**src/rtl/stopwatch_ctrl.sv**
```systemverilog
// stopwatch_ctrl: control FSM for the MM:SS.cc stopwatch counter chain.
//
// Debounces the three active-low KEY pushbuttons, sequences IDLE/RUN/LAP/STOP, generates the
// gated 100 Hz Tick count enable and the one-cycle Clear/Load strobes plus the Freeze level
// for the digit counters and display registers.
//
// Parameters:
//   TICK_DIV  - clock cycles per Tick
//   TICK_W    - prescaler width, 2**TICK_W >= TICK_DIV
//   DB_CYCLES - cycles a synced key must hold a new level before it is accepted
//   DB_W      - debounce counter width, 2**DB_W >= DB_CYCLES
//
// Ports:
//   Clock     in   system clock
//   Resetn    in   asynchronous active-low reset
//   KeyStart  in   raw active-low Start/Stop button
//   KeyLap    in   raw active-low Lap / clear-when-stopped button
//   KeyLoad   in   raw active-low preset-load button
//   Wrap      in   rollover strobe from the deca-minutes counter
//   Run       out  1 in RUN or LAP
//   Tick      out  one-cycle count enable to the centisecond counter
//   Clear     out  one-cycle synchronous clear to all digit counters
//   Load      out  one-cycle load strobe to the minute counters
//   Freeze    out  1 = display registers hold the lap value
//   State     out  00 IDLE, 01 RUN, 10 LAP, 11 STOP
//
// Build option: define STOPWATCH_CTRL_AUTOSTOP_EN to stop the watch when Wrap fires while
// running; otherwise Wrap is ignored and the time wraps freely.

module stopwatch_ctrl #(
  parameter int unsigned TICK_DIV  = 500000,
  parameter int unsigned TICK_W    = 19,
  parameter int unsigned DB_CYCLES = 1000000,
  parameter int unsigned DB_W      = 20
) (
  input  logic       Clock,
  input  logic       Resetn,
  input  logic       KeyStart,
  input  logic       KeyLap,
  input  logic       KeyLoad,
  input  logic       Wrap,
  output logic       Run,
  output logic       Tick,
  output logic       Clear,
  output logic       Load,
  output logic       Freeze,
  output logic [1:0] State
);

  localparam logic [1:0] StIdle = 2'b00;
  localparam logic [1:0] StRun  = 2'b01;
  localparam logic [1:0] StLap  = 2'b10;
  localparam logic [1:0] StStop = 2'b11;

  localparam logic [DB_W-1:0]   DbLast   = DB_W'(DB_CYCLES - 1);
  localparam logic [TICK_W-1:0] TickLast = TICK_W'(TICK_DIV - 1);

  // Key index: 0 = Start, 1 = Lap, 2 = Load
  logic [2:0]      sync1_q, sync2_q;
  logic [2:0]      db_q, db_d;
  logic [2:0]      armed_q, armed_d;
  logic [2:0]      evt_q, evt_d;
  logic [DB_W-1:0] cnt_q [3];
  logic [DB_W-1:0] cnt_d [3];
  logic [1:0]      startup_q, startup_d;

  logic [1:0]        state_q, state_d;
  logic              run_q, run_d;
  logic              tick_q, tick_d;
  logic              clear_q, clear_d;
  logic              load_q, load_d;
  logic              freeze_q, freeze_d;
  logic [TICK_W-1:0] presc_q, presc_d;
  logic              stop_on_wrap;

  logic ev_start, ev_lap, ev_load;
  assign ev_start = evt_q[0];
  assign ev_lap   = evt_q[1];
  assign ev_load  = evt_q[2];

  // Debounce and press detection. A key only produces events once it has been seen released
  // after reset (armed), so a button held through reset needs a release and a fresh press.
  always_comb begin
    // startup_q[1] marks the synchronizer as carrying real samples rather than reset values
    startup_d = {startup_q[0], 1'b1};
    for (int i = 0; i < 3; i++) begin
      db_d[i]  = db_q[i];
      cnt_d[i] = '0;
      if (sync2_q[i] != db_q[i]) begin
        if (cnt_q[i] == DbLast) begin
          db_d[i] = sync2_q[i];
        end else begin
          cnt_d[i] = cnt_q[i] + DB_W'(1);
        end
      end
      armed_d[i] = armed_q[i] | (startup_q[1] & sync2_q[i] & db_q[i]);
      evt_d[i]   = armed_q[i] & db_q[i] & ~db_d[i];
    end
  end

`ifdef STOPWATCH_CTRL_AUTOSTOP_EN
  assign stop_on_wrap = Wrap & run_q;
`else
  logic unused_wrap;
  assign unused_wrap  = Wrap;
  assign stop_on_wrap = 1'b0;
`endif

  // Sequencing. Event priority Start > Lap > Load; lower-priority events are dropped.
  always_comb begin
    state_d  = state_q;
    freeze_d = freeze_q;
    clear_d  = 1'b0;
    load_d   = 1'b0;
    if (stop_on_wrap) begin
      state_d  = StStop;
      freeze_d = 1'b0;
    end else begin
      unique case (state_q)
        StIdle: begin
          if (ev_start) begin
            state_d = StRun;
          end else if (ev_load) begin
            load_d = 1'b1;
          end
        end
        StRun: begin
          if (ev_start) begin
            state_d = StStop;
          end else if (ev_lap) begin
            state_d  = StLap;
            freeze_d = 1'b1;
          end
        end
        StLap: begin
          if (ev_start) begin
            state_d  = StStop;
            freeze_d = 1'b0;
          end else if (ev_lap) begin
            state_d  = StRun;
            freeze_d = 1'b0;
          end
        end
        StStop: begin
          if (ev_start) begin
            state_d = StRun;
          end else if (ev_lap) begin
            state_d = StIdle;
            clear_d = 1'b1;
          end else if (ev_load) begin
            load_d = 1'b1;
          end
        end
        default: begin
          state_d = StIdle;
        end
      endcase
    end
    run_d = (state_d == StRun) || (state_d == StLap);
  end

  // Prescaler. Holds in STOP so a resumed run keeps the partial centisecond.
  always_comb begin
    presc_d = presc_q;
    tick_d  = 1'b0;
    if ((state_q == StIdle) || clear_d) begin
      presc_d = '0;
    end else if (run_q && !stop_on_wrap) begin
      if (presc_q == TickLast) begin
        presc_d = '0;
        tick_d  = 1'b1;
      end else begin
        presc_d = presc_q + TICK_W'(1);
      end
    end
  end

  always_ff @(posedge Clock or negedge Resetn) begin
    if (!Resetn) begin
      sync1_q   <= 3'b111;
      sync2_q   <= 3'b111;
      db_q      <= 3'b111;
      armed_q   <= 3'b000;
      evt_q     <= 3'b000;
      startup_q <= 2'b00;
      for (int i = 0; i < 3; i++) begin
        cnt_q[i] <= '0;
      end
      state_q  <= StIdle;
      run_q    <= 1'b0;
      tick_q   <= 1'b0;
      clear_q  <= 1'b0;
      load_q   <= 1'b0;
      freeze_q <= 1'b0;
      presc_q  <= '0;
    end else begin
      sync1_q   <= {KeyLoad, KeyLap, KeyStart};
      sync2_q   <= sync1_q;
      db_q      <= db_d;
      armed_q   <= armed_d;
      evt_q     <= evt_d;
      startup_q <= startup_d;
      for (int i = 0; i < 3; i++) begin
        cnt_q[i] <= cnt_d[i];
      end
      state_q  <= state_d;
      run_q    <= run_d;
      tick_q   <= tick_d;
      clear_q  <= clear_d;
      load_q   <= load_d;
      freeze_q <= freeze_d;
      presc_q  <= presc_d;
    end
  end

  assign Run    = run_q;
  assign Tick   = tick_q;
  assign Clear  = clear_q;
  assign Load   = load_q;
  assign Freeze = freeze_q;
  assign State  = state_q;

endmodule

```
**config.mk**
```make
export PLATFORM = sky130hd
export DESIGN_NAME = stopwatch_ctrl
export DESIGN_NICKNAME = d
export VERILOG_FILES = /design/src/rtl/stopwatch_ctrl.sv
export SDC_FILE = /design/constraint.sdc
export NUM_CORES = 1
export LEC_CHECK = 0
export ABC_AREA = 0
export BUFFER_PORTS_ARGS = -buffer_cell sky130_fd_sc_hd__buf_2
export CORE_MARGIN = 2
export CORE_UTILIZATION = 54
export CTS_BUF_LIST = sky130_fd_sc_hd__clkbuf_4 sky130_fd_sc_hd__clkbuf_8
export DETAILED_ROUTE_END_ITERATION = 8
export PLACE_DENSITY = 0.71
export SLEW_MARGIN = 5
export SYNTH_ARGS = -nofsm -noshare
export SYNTH_HDL_FRONTEND = slang
export SYNTH_SLANG_ARGS = --single-unit
```
**constraint.sdc**
```tcl
create_clock -name Clock -period 4 [get_ports Clock]
set_input_delay 0.4 -clock Clock [delete_from_list [all_inputs] [get_ports Clock]]
set_output_delay 0.4 -clock Clock [all_outputs]
set_load 0.02 [all_outputs]
```
Word-level counts from Yosys, hierarchy flattened:

Index checks and enable logic that the tools add are counted.

* flip-flop bits (word level): 103
* bits of input ports: 6
* output and inout port bits: 7
* word-level logic and storage cells: 98

* add/subtract/negate cells: 4
* eq/ne operators: 15
* muxes and demuxes: 39
* bitwise gates (word level): 18
* reduce and logical (&&, ||, !) cells: 6

Operator list (count)
* 2-to-1 mux 20 bit: 6
* adder 20 x 1 -> 20 bit, second input constant: 3
* equality test 20 bit, second input constant: 3
* 2-to-1 mux 19 bit: 3
* 2-to-1 mux 1 bit: 20
* adder 19 x 1 -> 19 bit, second input constant: 1
* equality test 19 bit, second input constant: 1
* 2-to-1 mux 2 bit: 7
* AND 1 bit: 12
* one-hot mux 2 bit (4 select lines): 1
* equality test 2 bit, second input constant: 3
* equality test 2 x 1 -> 1 bit, second input constant: 2
* inequality test 2 bit, second input constant: 2
* one-hot mux 1 bit (2 select lines): 2
* AND reduction 4 bit: 1
* nonzero test 2 bit: 2
* inequality test 1 bit: 3
* inequality test 3 bit, second input constant: 1
* NOT 1 bit: 3
* OR 1 bit: 3
* zero test 2 bit: 1
* logical OR 1 bit: 2

Depth between registers and ports, before layout:

Gate-level depths: netlist of the first run.

* depth in word-level cells: 5
* gate-level depth with buffers: 7
* depth with buffers taken out: 7

Worst setup path after synthesis of the first run:

No wires, ideal clock.

* path type: reg-to-reg
* from: register state_q[1] (netlist: State[1])
* to: register presc_q[7]
* library setup time: 0.119 ns
* arrival: 1.731 ns
* required time: 3.881 ns
* slack: 2.151 ns
* cell stages (with the launch flop): 8
* buffers on the path: 0
* period minus slack after synthesis: 1.849 ns
* cells stage by stage: dfrtp_1 > inv_1 > ha_1 > nor2_1 > a211oi_1 > and3_1 > xnor2_1 > nor2_1

* cells in the longest elaborated chain, start to end: 4
* elaborated cells between the ends (all ways): 6
* those cells by class: 1 x eq/ne; 2 x mux; 3 x reduce/logical

RTL lines
* from (decl): RTL line 67 `logic [1:0] state_q, state_d;`
* from (signal assigned): RTL line 189 `state_q <= StIdle;`
* from (signal assigned): RTL line 206 `state_q <= state_d;`
* equality test 2 bit: RTL line 119 `unique case (state_q)`
* 2-to-1 mux 1 bit: RTL line 119
* logical OR 1 bit *: RTL line 166 `if ((state_q == StIdle) || clear_d) begin`
* 2-to-1 mux 19 bit / nonzero test 2 bit (equally long branches)
* to (signal assigned): RTL line 212 `presc_q <= presc_d;`
* to (decl): RTL line 73 `logic [TICK_W-1:0] presc_q, presc_d;`

Every way passes the cells marked *; elsewhere a longest branch is shown, timed or not.
A chain may end at the register's enable or synchronous reset.

Worst setup path in the final report of the first run:

* from: register presc_q[9]
* to: register presc_q[2]

* cells in the longest elaborated chain, start to end: 4

RTL lines
* equality test 19 bit: RTL line 169 `if (presc_q == TickLast) begin`
* 2-to-1 mux 19 bit: RTL line 169
* 2-to-1 mux 19 bit: RTL line 168 `end else if (run_q && !stop_on_wrap) begin`
* 2-to-1 mux 19 bit: RTL line 166

Every way passes these cells. The select of a mux whose other input is x is not followed.

==> summary.log, run 1 <==
INFO  detailed_routing route.antenna.remaining_nets=0
INFO  timing         max_slew_margin=37.7%
INFO  hold_path      worstHoldStart=KeyLap
INFO  layout         n_fill_cell=759
INFO  yosys          avgSynthCellArea=10.3um2
INFO  clock_network  max_root_sink_buffers=2
INFO  clock_network  cts-root-buf=sky130_fd_sc_hd__clkbuf_8
INFO  worst_setup_path crit_path_max_incr_delay=0.85ns
INFO  grt            first_global_vias=3,332
INFO  yosys          yosys_most_used_dff=sky130_fd_sc_hd__dfrtp_1
INFO  clock_network  cts_repair_resize_count=0
INFO  layout         diodes=0
INFO  hold_path      min_to=sync1_q[1]
INFO  yosys          netlist.area_leader.share=48.0%
INFO  yosys          yosysSeqAreaShare=52.8%
INFO  power_and_ir_drop irDropWorstVdd=0.242mV
INFO  timing         rsz0062_at_grt=no
INFO  grt            grt_antenna_before_repair=0
INFO  power_and_ir_drop leakagePower=0.00230uW
INFO  die            core-area=0.00876mm2
INFO  die            die_area=0.00985mm2
INFO  clock_network  cts-buffers-inserted=9
INFO  place          detailed_place_hpwl=5.70mm
INFO  grt            grt_max_degree=75
INFO  place          dp_worst_setup_slack=1.81ns
INFO  worst_setup_path r2r_end=presc_q[2]
INFO  worst_setup_path critPathSlowestCell=sky130_fd_sc_hd__o31ai_2
INFO  die            floorplan.die.height=99.3um
INFO  power_and_ir_drop p_per_area=332mW/mm2
INFO  worst_setup_path worst-endpoint-arrival=2.40ns
INFO  detailed_routing total_wirelength_of_the_detailed_routed_design=8.42mm
INFO  yosys          netlist_area=0.00490mm2
INFO  worst_setup_path worst_r2r_startpoint=presc_q[9]
INFO  worst_setup_path worstSetupPathType=reg -> reg
INFO  worst_setup_path end_kind=flop
INFO  worst_setup_path required_time_of_the_critical_path=4.21ns
INFO  die            rows=34
INFO  timing         drv_slew=0
INFO  worst_setup_path r2r_setup_slack=1.81ns
INFO  worst_setup_path r2r_cells=4
INFO  timing         hold_viol_final=0
INFO  clock_network  cts_post_setup_buffers_inserted=0
INFO  status         result_of_the_run=finished, final reports clean
INFO  detailed_routing first_pass_iters=4
INFO  yosys          synth_top_area_cell=sky130_fd_sc_hd__dfrtp_1
INFO  die            initial_core_util=55.9%
INFO  detailed_routing wl_per_instance=14.0um
INFO  worst_setup_path crit_path_max_fanout=13
INFO  detailed_routing vias_per_cell=5.62
INFO  yosys          synth_most_common_cell=sky130_fd_sc_hd__dfrtp_1
INFO  die            die_w=99.3um
INFO  clock_network  clkSinkCount=103
INFO  timing         totalNegativeSetupSlack=0ns
INFO  detailed_routing number_of_drc_violations_after_detailed_routing=0
INFO  clock_network  clock_pin_slew_on_the_worst_setup_and_hold_paths=0.11ns
INFO  timing         finalSetupViolations=0
INFO  hold_path      hp-class=in -> reg
INFO  yosys          post_synth_inst_count=476
INFO  yosys          synth_enable_flop_cells=0
INFO  layout         fin_nets=504
INFO  yosys          synth_top_cells_by_count=sky130_fd_sc_hd__dfrtp_1 (94), sky130_fd_sc_hd__nor2_1 (85), sky130_fd_sc_hd__xor2_1 (52)
INFO  layout         ff_latch_area=0.00259mm2
INFO  timing         fin_crit=2.19ns
INFO  timing         tightestPinTransition=0.929ns
INFO  timing         layout_setup_ws=1.81ns
INFO  timing         period_share=54.7%
INFO  clock_network  worstSkewPairLatency=0.36ns
INFO  yosys          synth-seq-cells=103
INFO  layout         final_layout_size_suffix_gt1_share=9.92%
INFO  detailed_routing detail_route.iter0.violations=99
INFO  timing         fin_worst_skew=0.00865ns
INFO  die            io-pin-count=13
INFO  grt            grt_first_pass_wirelength=15.0mm
INFO  run            maxCapViolCount=0
INFO  worst_setup_path startpoint_type=flop
INFO  detailed_routing vias=3,386
INFO  hold_path      hold-path-cell-count=1
INFO  yosys          async_sr_flop_fraction=100%
INFO  yosys          syn-num-nets=491
INFO  grt            grt_usage=18.7%
INFO  power_and_ir_drop design_power_total=1730uW
INFO  layout         multi_input_combinational_cell_area=0.00221mm2
INFO  timing         timing.fmax=457MHz
INFO  clock_network  postCtsHoldBufs=0
INFO  yosys          synth_area_leaders=sky130_fd_sc_hd__dfrtp_1 (48%), sky130_fd_sc_hd__xor2_1 (9.3%), sky130_fd_sc_hd__nor2_1 (6.5%)
INFO  yosys          number_of_synthesis_warnings=0
INFO  layout         fin_util=59.6%
INFO  layout         layout-area-overhead-vs-synth=6.66%
INFO  yosys          synthDistinctLibCells=47
INFO  clock_network  tritoncts=done
INFO  place          gp_routability_congestion=0.807
INFO  grt            grt_remaining_overflow=0
INFO  worst_setup_path critical_path.cell_chain=nor4b_1, nand3b_1, o31ai_2, nor2_1
INFO  clock_network  clock_tree.htree_level_count=3
INFO  timing         timing.hold.ws=0.120ns
INFO  place          io_buffers=11
[area by class of cell]
type	instances	area share, %
Tap cell	108	2.59
Timing Repair Buffer	12	1.24
Sequential cell	103	49.5
Clock inverter	7	1.27
Multi-Input combinational cell	353	42.3
Clock buffer	9	2.37
Inverter	10	0.718
[state kept, by name (all words and copies together) (netlist names)]
name	flops
sync2_q	3
Run	1
armed_q	3
Load	1
db_q	3
Tick	1
evt_q	3
cnt_q	60
Freeze	1
startup_q	2
sync1_q	3
Clear	1
State	2
presc_q	19
[metrics by stage]
stage                     instances  instance area (um2)
after floorplan                 476                 4900
after global placement          586                 5040
after detailed placement        586                 5040
after CTS                       602                 5230
after global routing            602                 5230
final                           602                 5230
[kinds of logic after synthesis]
group,share of synthesized area (%)
AO/OA/AOI/OAI,4.09
XOR/XNOR,12.5
adder cells (fa/ha/maj),2.30
buffers and inverters,2.17
flip-flops,52.8
multiplexers,1.12
other,0.0765
AND/OR/NAND/NOR,24.9
[per-layer routing]
metal	wire (um)	vias up	share of wire, %	global-route usage [%]
li1	-	1672	-	-
met1	4160	1664	49	25.8
met2	3930	36	47	29.4
met3	198	14	2.4	4.15
met4	138	0	1.6	6.22
met5	0	-	0	0
[critical path: cells and delay by family (launching register included)]
kind	cells	cell delay [ns]
and+or+nand+nor	3	0.70
AOI/OAI and AO/OA	1	0.85
DFF	1	0.48
[power by group]
group          internal (uW)  total (uW)  switching (uW)
clock                    240         621             380
combinational           10.6        45.4            34.8
sequential              1050        1070            11.5
total                   1310        1730             427
[worst max path at each step]
stage,startpoint,endpoint,slack [ns],cells past startpoint
floorplan,State[1],presc_q[7],2.15,7
global placement,cnt_q[15],cnt_q[19],1.81,4
detailed placement,cnt_q[15],cnt_q[13],1.81,4
CTS,presc_q[12],presc_q[2],1.79,4
global route,cnt_q[15],cnt_q[14],1.60,4
finish,presc_q[9],presc_q[2],1.81,4
[placed cells by master, fill, tap and decap left out, types with 4 or more instances in the layout]
cell type / count
sky130_fd_sc_hd__a21boi_0: 4
sky130_fd_sc_hd__a21oi_1: 5
sky130_fd_sc_hd__and3_1: 23
sky130_fd_sc_hd__and4_1: 6
sky130_fd_sc_hd__buf_2: 10
sky130_fd_sc_hd__clkbuf_8: 9
sky130_fd_sc_hd__dfrtp_1: 94
sky130_fd_sc_hd__dfstp_2: 9
sky130_fd_sc_hd__ha_1: 9
sky130_fd_sc_hd__inv_1: 10
sky130_fd_sc_hd__mux2_2: 4
sky130_fd_sc_hd__nand2_1: 30
sky130_fd_sc_hd__nand3_1: 31
sky130_fd_sc_hd__nand3b_1: 4
sky130_fd_sc_hd__nand4_1: 20
sky130_fd_sc_hd__nor2_1: 85
sky130_fd_sc_hd__nor3_1: 7
sky130_fd_sc_hd__nor4_1: 8
sky130_fd_sc_hd__nor4b_1: 7
sky130_fd_sc_hd__o21ai_0: 6
sky130_fd_sc_hd__xnor2_1: 18
sky130_fd_sc_hd__xor2_1: 52
(Power assumes the default switching activity.)
==> run 2, diff against run 1 <==
--- a/config.mk
+++ b/config.mk
@@ -11,7 +11,7 @@
 export CORE_UTILIZATION = 54
 export CTS_BUF_LIST = sky130_fd_sc_hd__clkbuf_4 sky130_fd_sc_hd__clkbuf_8
 export DETAILED_ROUTE_END_ITERATION = 8
-export PLACE_DENSITY = 0.71
+export PLACE_DENSITY = 0.73
 export SLEW_MARGIN = 5
 export SYNTH_ARGS = -nofsm -noshare
 export SYNTH_HDL_FRONTEND = slang
==> constraint.sdc (replaced) <==
create_clock -name Clock -period 1.8 [get_ports Clock]
set_input_delay 0.18 -clock Clock [delete_from_list [all_inputs] [get_ports Clock]]
set_output_delay 0.18 -clock Clock [all_outputs]
set_load 0.02 [all_outputs]
==> run 2 against run 1 <==
Clock skew increased by 0.0046 ns; via count increased by 5.7%; setup slack got worse by 1.8 ns; final area increased by 9.5%; largest cell class unchanged; hold slack improved by 0.17 ns; critical path depth increased by 1; maximum frequency increased by 25%.
==> summary.log, run 2 (synthesis results as in run 1) <==
INFO  place          io_buffers=11 [unchanged]
INFO  status         result_of_the_run=finished, final reports clean
INFO  detailed_routing total_wirelength_of_the_detailed_routed_design=9.28mm [+10%]
INFO  timing         finalSetupViolations=0 [unchanged]
INFO  clock_network  clock_tree.htree_level_count=3 [unchanged]
INFO  power_and_ir_drop design_power_total=4080uW [+140%]
INFO  layout         multi_input_combinational_cell_area=0.00228mm2 [+3.2%]
INFO  clock_network  cts-root-buf=sky130_fd_sc_hd__clkbuf_8
INFO  layout         registers.top_by_ff_count=cnt_q
INFO  worst_setup_path worstSetupPathType=reg -> reg
INFO  layout         design_area_final=0.00572mm2 [+9.5%]
INFO  layout         layout-area-overhead-vs-synth=16.8%
INFO  die            rows=34 [unchanged]
INFO  die            core-area=0.00876mm2 [unchanged]
INFO  worst_setup_path critical_path.n_buffers_inverters=0 [unchanged]
INFO  timing         period_share=96.9% [+42 points]
INFO  clock_network  worstSkewPairLatency=0.37ns [about the same]
INFO  clock_network  tritoncts=done
INFO  die            die_area=0.00985mm2 [unchanged]
INFO  timing         hold_viol_final=0 [unchanged]
INFO  timing         timing.fmax=573MHz [+25%]
INFO  worst_setup_path crit_path_max_fanout=5 [-8]
INFO  clock_network  cts-buffers-inserted=9 [unchanged]
INFO  timing         rsz0062_at_grt=yes
INFO  detailed_routing route.antenna.remaining_nets=0 [unchanged]
INFO  timing         fin_crit=1.74ns [-0.445 ns]
INFO  detailed_routing first_pass_iters=4 [unchanged]
INFO  layout         fin_nets=550 [+9.1%]
INFO  place          gp_routability_congestion=0.790 [-2.2%]
INFO  timing         fin_worst_skew=0.0133ns [+0.00462 ns]
INFO  grt            grt_first_pass_wirelength=16.3mm [+8.2%]
INFO  clock_network  max_root_sink_buffers=2 [unchanged]
INFO  grt            grt_max_degree=39 [-48%]
INFO  layout         highest_count_cells_in_the_layout_ignoring_fill_and_taps=sky130_fd_sc_hd__dfrtp_1 (92), sky130_fd_sc_hd__nor2_1 (84), sky130_fd_sc_hd__xor2_1 (52), sky130_fd_sc_hd__buf_4 (41), sky130_fd_sc_hd__nand3_1 (31)
INFO  die            initial_core_util=55.9% [unchanged]
INFO  place          placedInstanceArea=0.00535mm2 [+6.3%]
INFO  power_and_ir_drop irDropWorstVdd=0.571mV [+140%]
INFO  layout         largest_reg_flops=60 [unchanged]
INFO  detailed_routing vias_per_cell=5.52 [-1.8%]
INFO  grt            first_global_vias=3,638 [+9.2%]
INFO  clock_network  clkSinkCount=103 [unchanged]
INFO  grt            grt_remaining_overflow=0 [unchanged]
INFO  layout         diodes=0 [unchanged]
INFO  clock_network  clock_pin_slew_on_the_worst_setup_and_hold_paths=0.09ns [-0.02 ns]
INFO  grt            grt_usage=20.4% [+1.8 points]
INFO  layout         largest_registers=cnt_q x60, presc_q x19
INFO  worst_setup_path critical_path.cell_chain=nand4_1, or4_4, o22ai_1, a21boi_0, o21a_1
INFO  layout         final_layout_size_suffix_gt1_share=19.3% [+9.3 points]
INFO  worst_setup_path startpoint_type=flop
INFO  power_and_ir_drop p_per_area=714mW/mm2 [+120%]
INFO  die            io-pin-count=13 [unchanged]
INFO  worst_setup_path crit_path_max_incr_delay=0.60ns [-0.25 ns]
INFO  layout         n_fill_cell=686 [-9.6%]
INFO  detailed_routing detail_route.iter0.violations=89 [-10%]
INFO  worst_setup_path critPathSlowestCell=sky130_fd_sc_hd__or4_4
INFO  worst_setup_path end_kind=flop
INFO  grt            grt_antenna_before_repair=0 [unchanged]
INFO  place          detailed_place_hpwl=6.42mm [+12%]
INFO  layout         layout.cells.most_common=sky130_fd_sc_hd__dfrtp_1
INFO  die            floorplan.die.height=99.3um [unchanged]
INFO  layout         ff_latch_area=0.00259mm2 [about the same]
INFO  worst_setup_path r2r_setup_slack=0.06ns [-1.76 ns]
INFO  die            die_w=99.3um [unchanged]
INFO  worst_setup_path required_time_of_the_critical_path=2.05ns [-2.16 ns]
INFO  hold_path      hp-class=in -> async
INFO  detailed_routing number_of_drc_violations_after_detailed_routing=0 [unchanged]
INFO  detailed_routing wl_per_instance=14.3um [+2.3%]
INFO  worst_setup_path cp_top_family=simple AND/OR/NAND/NOR gates
INFO  run            maxCapViolCount=0 [unchanged]
INFO  worst_setup_path worst-endpoint-arrival=2.00ns [-0.40 ns]
INFO  detailed_routing vias=3,579 [+5.7%]
INFO  timing         drv_slew=0 [unchanged]
INFO  power_and_ir_drop leakagePower=0.00258uW [+12%]
-- run 2: repair_timing --
| item | CTS | global route |
|---|---|---|
| resized for setup | 3 | 15 |
| hold endpoints to repair | 32 | 0 |
| pin swaps | 2 | 1 |
| hold buffers | 4 | 0 |
| gates cloned | 0 | 0 |
| setup endpoints to repair | 34 | 35 |
| setup buffers | 2 | 3 |
-- run 2: where the power goes --
part,leakage [uW],total [uW],internal [uW],switching [uW]
clock network,0.000111,1580,818,766
logic,0.00108,131,47.3,84.0
registers,0.00139,2370,2340,26.4
total,0.00258,4080,3210,877
-- run 2: final timing paths --
kind                                  start     endpoint  cells after the start
worst max-delay path            presc_q[12]  presc_q[17]                      5
worst min-delay path                 Resetn  presc_q[14]                      2
worst max register to register  presc_q[12]  presc_q[17]                      5
worst min register to register   sync1_q[2]   sync2_q[2]                      0
max in group asynchronous            Resetn   sync2_q[2]                      3
min in group Clock               sync1_q[2]   sync2_q[2]                      0
-- run 2: worst register-to-register path, cell delays in order (launching register included) --
cell                       delay (ns)
sky130_fd_sc_hd__dfrtp_1         0.43
sky130_fd_sc_hd__nand4_1         0.20
sky130_fd_sc_hd__or4_4           0.60
sky130_fd_sc_hd__o22ai_1         0.13
sky130_fd_sc_hd__a21boi_0        0.10
sky130_fd_sc_hd__o21a_1          0.19
-- run 2: area by class of cell --
type	count	area share [%]
Clock buffer	11	2.43
Multi-Input combinational cell	353	39.9
Clock inverter	5	1.42
Sequential cell	103	45.3
Inverter	10	0.656
Timing Repair Buffer	58	8.00
Tap cell	108	2.36
-- run 2: layer usage --
metal  routed length, um  track usage, %  part of all wire, %
met1                4310            25.9                   46
met2                4670            35.3                   50
met3                 204            4.85                  2.2
met4                  95            5.58                  1.0
met5                   0               0                    0
-- run 2: stage by stage --
step	cells	setup slack [ns]	setup TNS, ns	util [%]	hold slack, ns
3_5_place_dp	623	-0.105	-0.875	61.1	0.149
2_1_floorplan	476	-0.00922	-0.00922	-	-0.116
6_report	648	0.0553	0	65.3	0.290
4_1_cts	645	0.0283	0	64.4	0.290
5_1_grt	648	-0.0282	-0.0421	65.3	0.313
3_3_place_gp	623	-0.0435	-0.0822	61.1	0.149
==> run 3, diff against run 2 <==
--- a/config.mk
+++ b/config.mk
@@ -11,6 +11,7 @@
 export CORE_UTILIZATION = 54
 export CTS_BUF_LIST = sky130_fd_sc_hd__clkbuf_4 sky130_fd_sc_hd__clkbuf_8
 export DETAILED_ROUTE_END_ITERATION = 8
+export MAX_ROUTING_LAYER = met4
 export PLACE_DENSITY = 0.73
 export SLEW_MARGIN = 5
 export SYNTH_ARGS = -nofsm -noshare
==> run 3 against run 2 <==
Clock power barely moved; power about the same; critical path depth is the same; combinational power is essentially flat; flip-flop and latch count unchanged; critical path type unchanged; first-iteration DRC count is 3.4% higher; register-to-register slack is essentially flat; largest cell class unchanged; sequential share of layout area is the same; maximum frequency is 0.74% lower.
==> summary.log, run 3 (synthesis results as in run 1) <==
INFO  status         result_of_the_run=finished, final reports clean
INFO  worst_setup_path crit_path_max_incr_delay=0.61ns [about the same]
INFO  timing         period_share=97.6% [+0.72 points]
INFO  detailed_routing total_wirelength_of_the_detailed_routed_design=9.29mm [+0.12%]
INFO  power_and_ir_drop leakagePower=0.00258uW [unchanged]
INFO  detailed_routing number_of_drc_violations_after_detailed_routing=0 [unchanged]
INFO  grt            grt_first_pass_wirelength=16.3mm [unchanged]
INFO  place          gp_routability_congestion=0.801 [+1.4%]
INFO  worst_setup_path critPathSlowestCell=sky130_fd_sc_hd__or4_4
INFO  detailed_routing vias=3,564 [-0.42%]
INFO  worst_setup_path required_time_of_the_critical_path=2.05ns [about the same]
INFO  worst_setup_path critical_path.n_buffers_inverters=0 [unchanged]
INFO  detailed_routing route.antenna.remaining_nets=0 [unchanged]
INFO  die            die_area=0.00985mm2 [unchanged]
INFO  worst_setup_path worstSetupPathType=reg -> reg
INFO  worst_setup_path r2r_cells=5 [unchanged]
INFO  grt            first_global_vias=3,636 [-0.055%]
INFO  detailed_routing first_pass_iters=4 [unchanged]
INFO  clock_network  tritoncts=done
INFO  layout         fin_util=65.3% [unchanged]
INFO  worst_setup_path crit_path_max_fanout=5 [unchanged]
INFO  layout         fin_nets=550 [unchanged]
INFO  clock_network  max_root_sink_buffers=2 [unchanged]
INFO  worst_setup_path startpoint_type=flop
INFO  layout         registers.top_by_ff_count=cnt_q
INFO  clock_network  cts-root-buf=sky130_fd_sc_hd__clkbuf_8
INFO  place          detailed_place_hpwl=6.42mm [unchanged]
INFO  timing         rsz0062_at_grt=yes
INFO  die            io-pin-count=13 [unchanged]
INFO  clock_network  worstSkewPairLatency=0.37ns [about the same]
INFO  power_and_ir_drop p_per_area=714mW/mm2 [about the same]
INFO  layout         layout-area-overhead-vs-synth=16.8% [unchanged]
INFO  grt            grt_antenna_before_repair=0 [unchanged]
INFO  clock_network  clock_tree.htree_level_count=3 [unchanged]
INFO  grt            grt_max_degree=39 [unchanged]
INFO  die            die_w=99.3um [unchanged]
INFO  worst_setup_path crit_cells=5 [unchanged]
INFO  place          dpl.cell_count=623 [unchanged]
INFO  layout         highest_count_cells_in_the_layout_ignoring_fill_and_taps=sky130_fd_sc_hd__dfrtp_1 (92), sky130_fd_sc_hd__nor2_1 (84), sky130_fd_sc_hd__xor2_1 (52), sky130_fd_sc_hd__buf_4 (41), sky130_fd_sc_hd__nand3_1 (31)
INFO  timing         timing.hold.ws=0.291ns [+0.00139 ns]
INFO  layout         largest_registers=cnt_q x60, presc_q x19
INFO  timing         finalSetupViolations=0 [unchanged]
INFO  worst_setup_path worst-endpoint-arrival=2.01ns [about the same]
INFO  timing         fin_worst_skew=0.0134ns [+0.000147 ns]
INFO  run            maxCapViolCount=0 [unchanged]
INFO  timing         timing.fmax=569MHz [-0.74%]
INFO  worst_setup_path cp_top_family=simple AND/OR/NAND/NOR gates
INFO  layout         largest_reg_flops=60 [unchanged]
INFO  clock_network  cts-buffers-inserted=9 [unchanged]
INFO  layout         final_layout_size_suffix_gt1_share=19.3% [unchanged]
INFO  layout         layout.cells.most_common=sky130_fd_sc_hd__dfrtp_1
INFO  detailed_routing wl_per_instance=14.3um [+0.12%]
INFO  timing         drv_slew=0 [unchanged]
INFO  die            floorplan.die.height=99.3um [unchanged]
INFO  clock_network  clkSinkCount=103 [unchanged]
INFO  detailed_routing detail_route.iter0.violations=92 [+3.4%]
INFO  detailed_routing vias_per_cell=5.50 [-0.42%]
INFO  die            rows=34 [unchanged]
INFO  place          io_buffers=11 [unchanged]
INFO  worst_setup_path end_kind=flop
INFO  grt            grt_usage=21.1% [+0.67 points]
INFO  layout         post_layout_nonfiller_instances=648 [unchanged]
INFO  hold_path      hp-class=in -> async
INFO  timing         hold_viol_final=0 [unchanged]
INFO  timing         fin_crit=1.76ns [+0.0129 ns]
INFO  clock_network  clock_pin_slew_on_the_worst_setup_and_hold_paths=0.09ns [about the same]
INFO  worst_setup_path critical_path.cell_chain=nand4_1, or4_4, o22ai_1, a21boi_0, o21a_1
INFO  grt            grt_remaining_overflow=0 [unchanged]
INFO  power_and_ir_drop irDropWorstVdd=0.571mV [about the same]
INFO  die            core-area=0.00876mm2 [unchanged]
INFO  layout         diodes=0 [unchanged]
INFO  die            initial_core_util=55.9% [unchanged]
-- run 3: cell counts in the layout (fill, tap and decap cells not counted) --
No cell type changed its count.
-- run 3: routing by layer --
layer | up-vias | wire (um) | global-route usage [%]
li1 | 1769 | - | -
met1 | 1757 | 4340 | 25.9
met4 | 0 | 70 | 6.85
met5 | - | 0 | -
met3 | 7 | 182 | 4.22
met2 | 31 | 4690 | 35.3
-- run 3: cell type report --
| type | count | area, um2 |
|---|---|---|
| Inverter | 10 | 37.5 |
| Tap cell | 108 | 135 |
| Timing Repair Buffer | 58 | 458 |
| Clock inverter | 5 | 81.3 |
| Sequential cell | 103 | 2590 |
| Multi-Input combinational cell | 353 | 2280 |
| Fill cell | 686 | 3040 |
| Clock buffer | 11 | 139 |
-- run 3: repair_timing --
action	4_1_cts	5_1_grt
pin swaps	2	1
setup buffers	2	3
hold buffers	4	0
setup endpoints to repair	34	35
resized for setup	3	15
hold endpoints to repair	32	0
-- run 3: through the flow --
| step | worst slack, ns | power (uW) | TNS [ns] | area [um2] |
|---|---|---|---|---|
| after floorplan | -0.00922 | 2460 | -0.00922 | 4900 |
| after global placement | -0.0435 | 2540 | -0.0822 | 5350 |
| after detailed placement | -0.105 | 2540 | -0.875 | 5350 |
| after CTS | 0.0283 | 4150 | 0 | 5640 |
| after global routing | -0.0284 | 4260 | -0.0424 | 5720 |
| final | 0.0423 | 4080 | 0 | 5720 |
-- run 3: power by group --
group	leakage (uW)	internal (uW)	switching, uW	total (uW)
sequential	0.00139	2340	26.5	2370
combinational	0.00108	47.2	83.8	131
clock	0.000111	818	765	1580
total	0.00258	3210	876	4080
-- run 3: worst paths after layout --
check | startpoint | endpoint | slack [ns]
worst max-delay path | presc_q[12] | presc_q[17] | 0.04
worst min-delay path | Resetn | presc_q[14] | 0.29
worst max register to register | presc_q[12] | presc_q[17] | 0.04
worst min register to register | sync1_q[2] | sync2_q[2] | 0.36
max in group asynchronous | Resetn | sync2_q[2] | 0.91
min in group Clock | sync1_q[2] | sync2_q[2] | 0.36
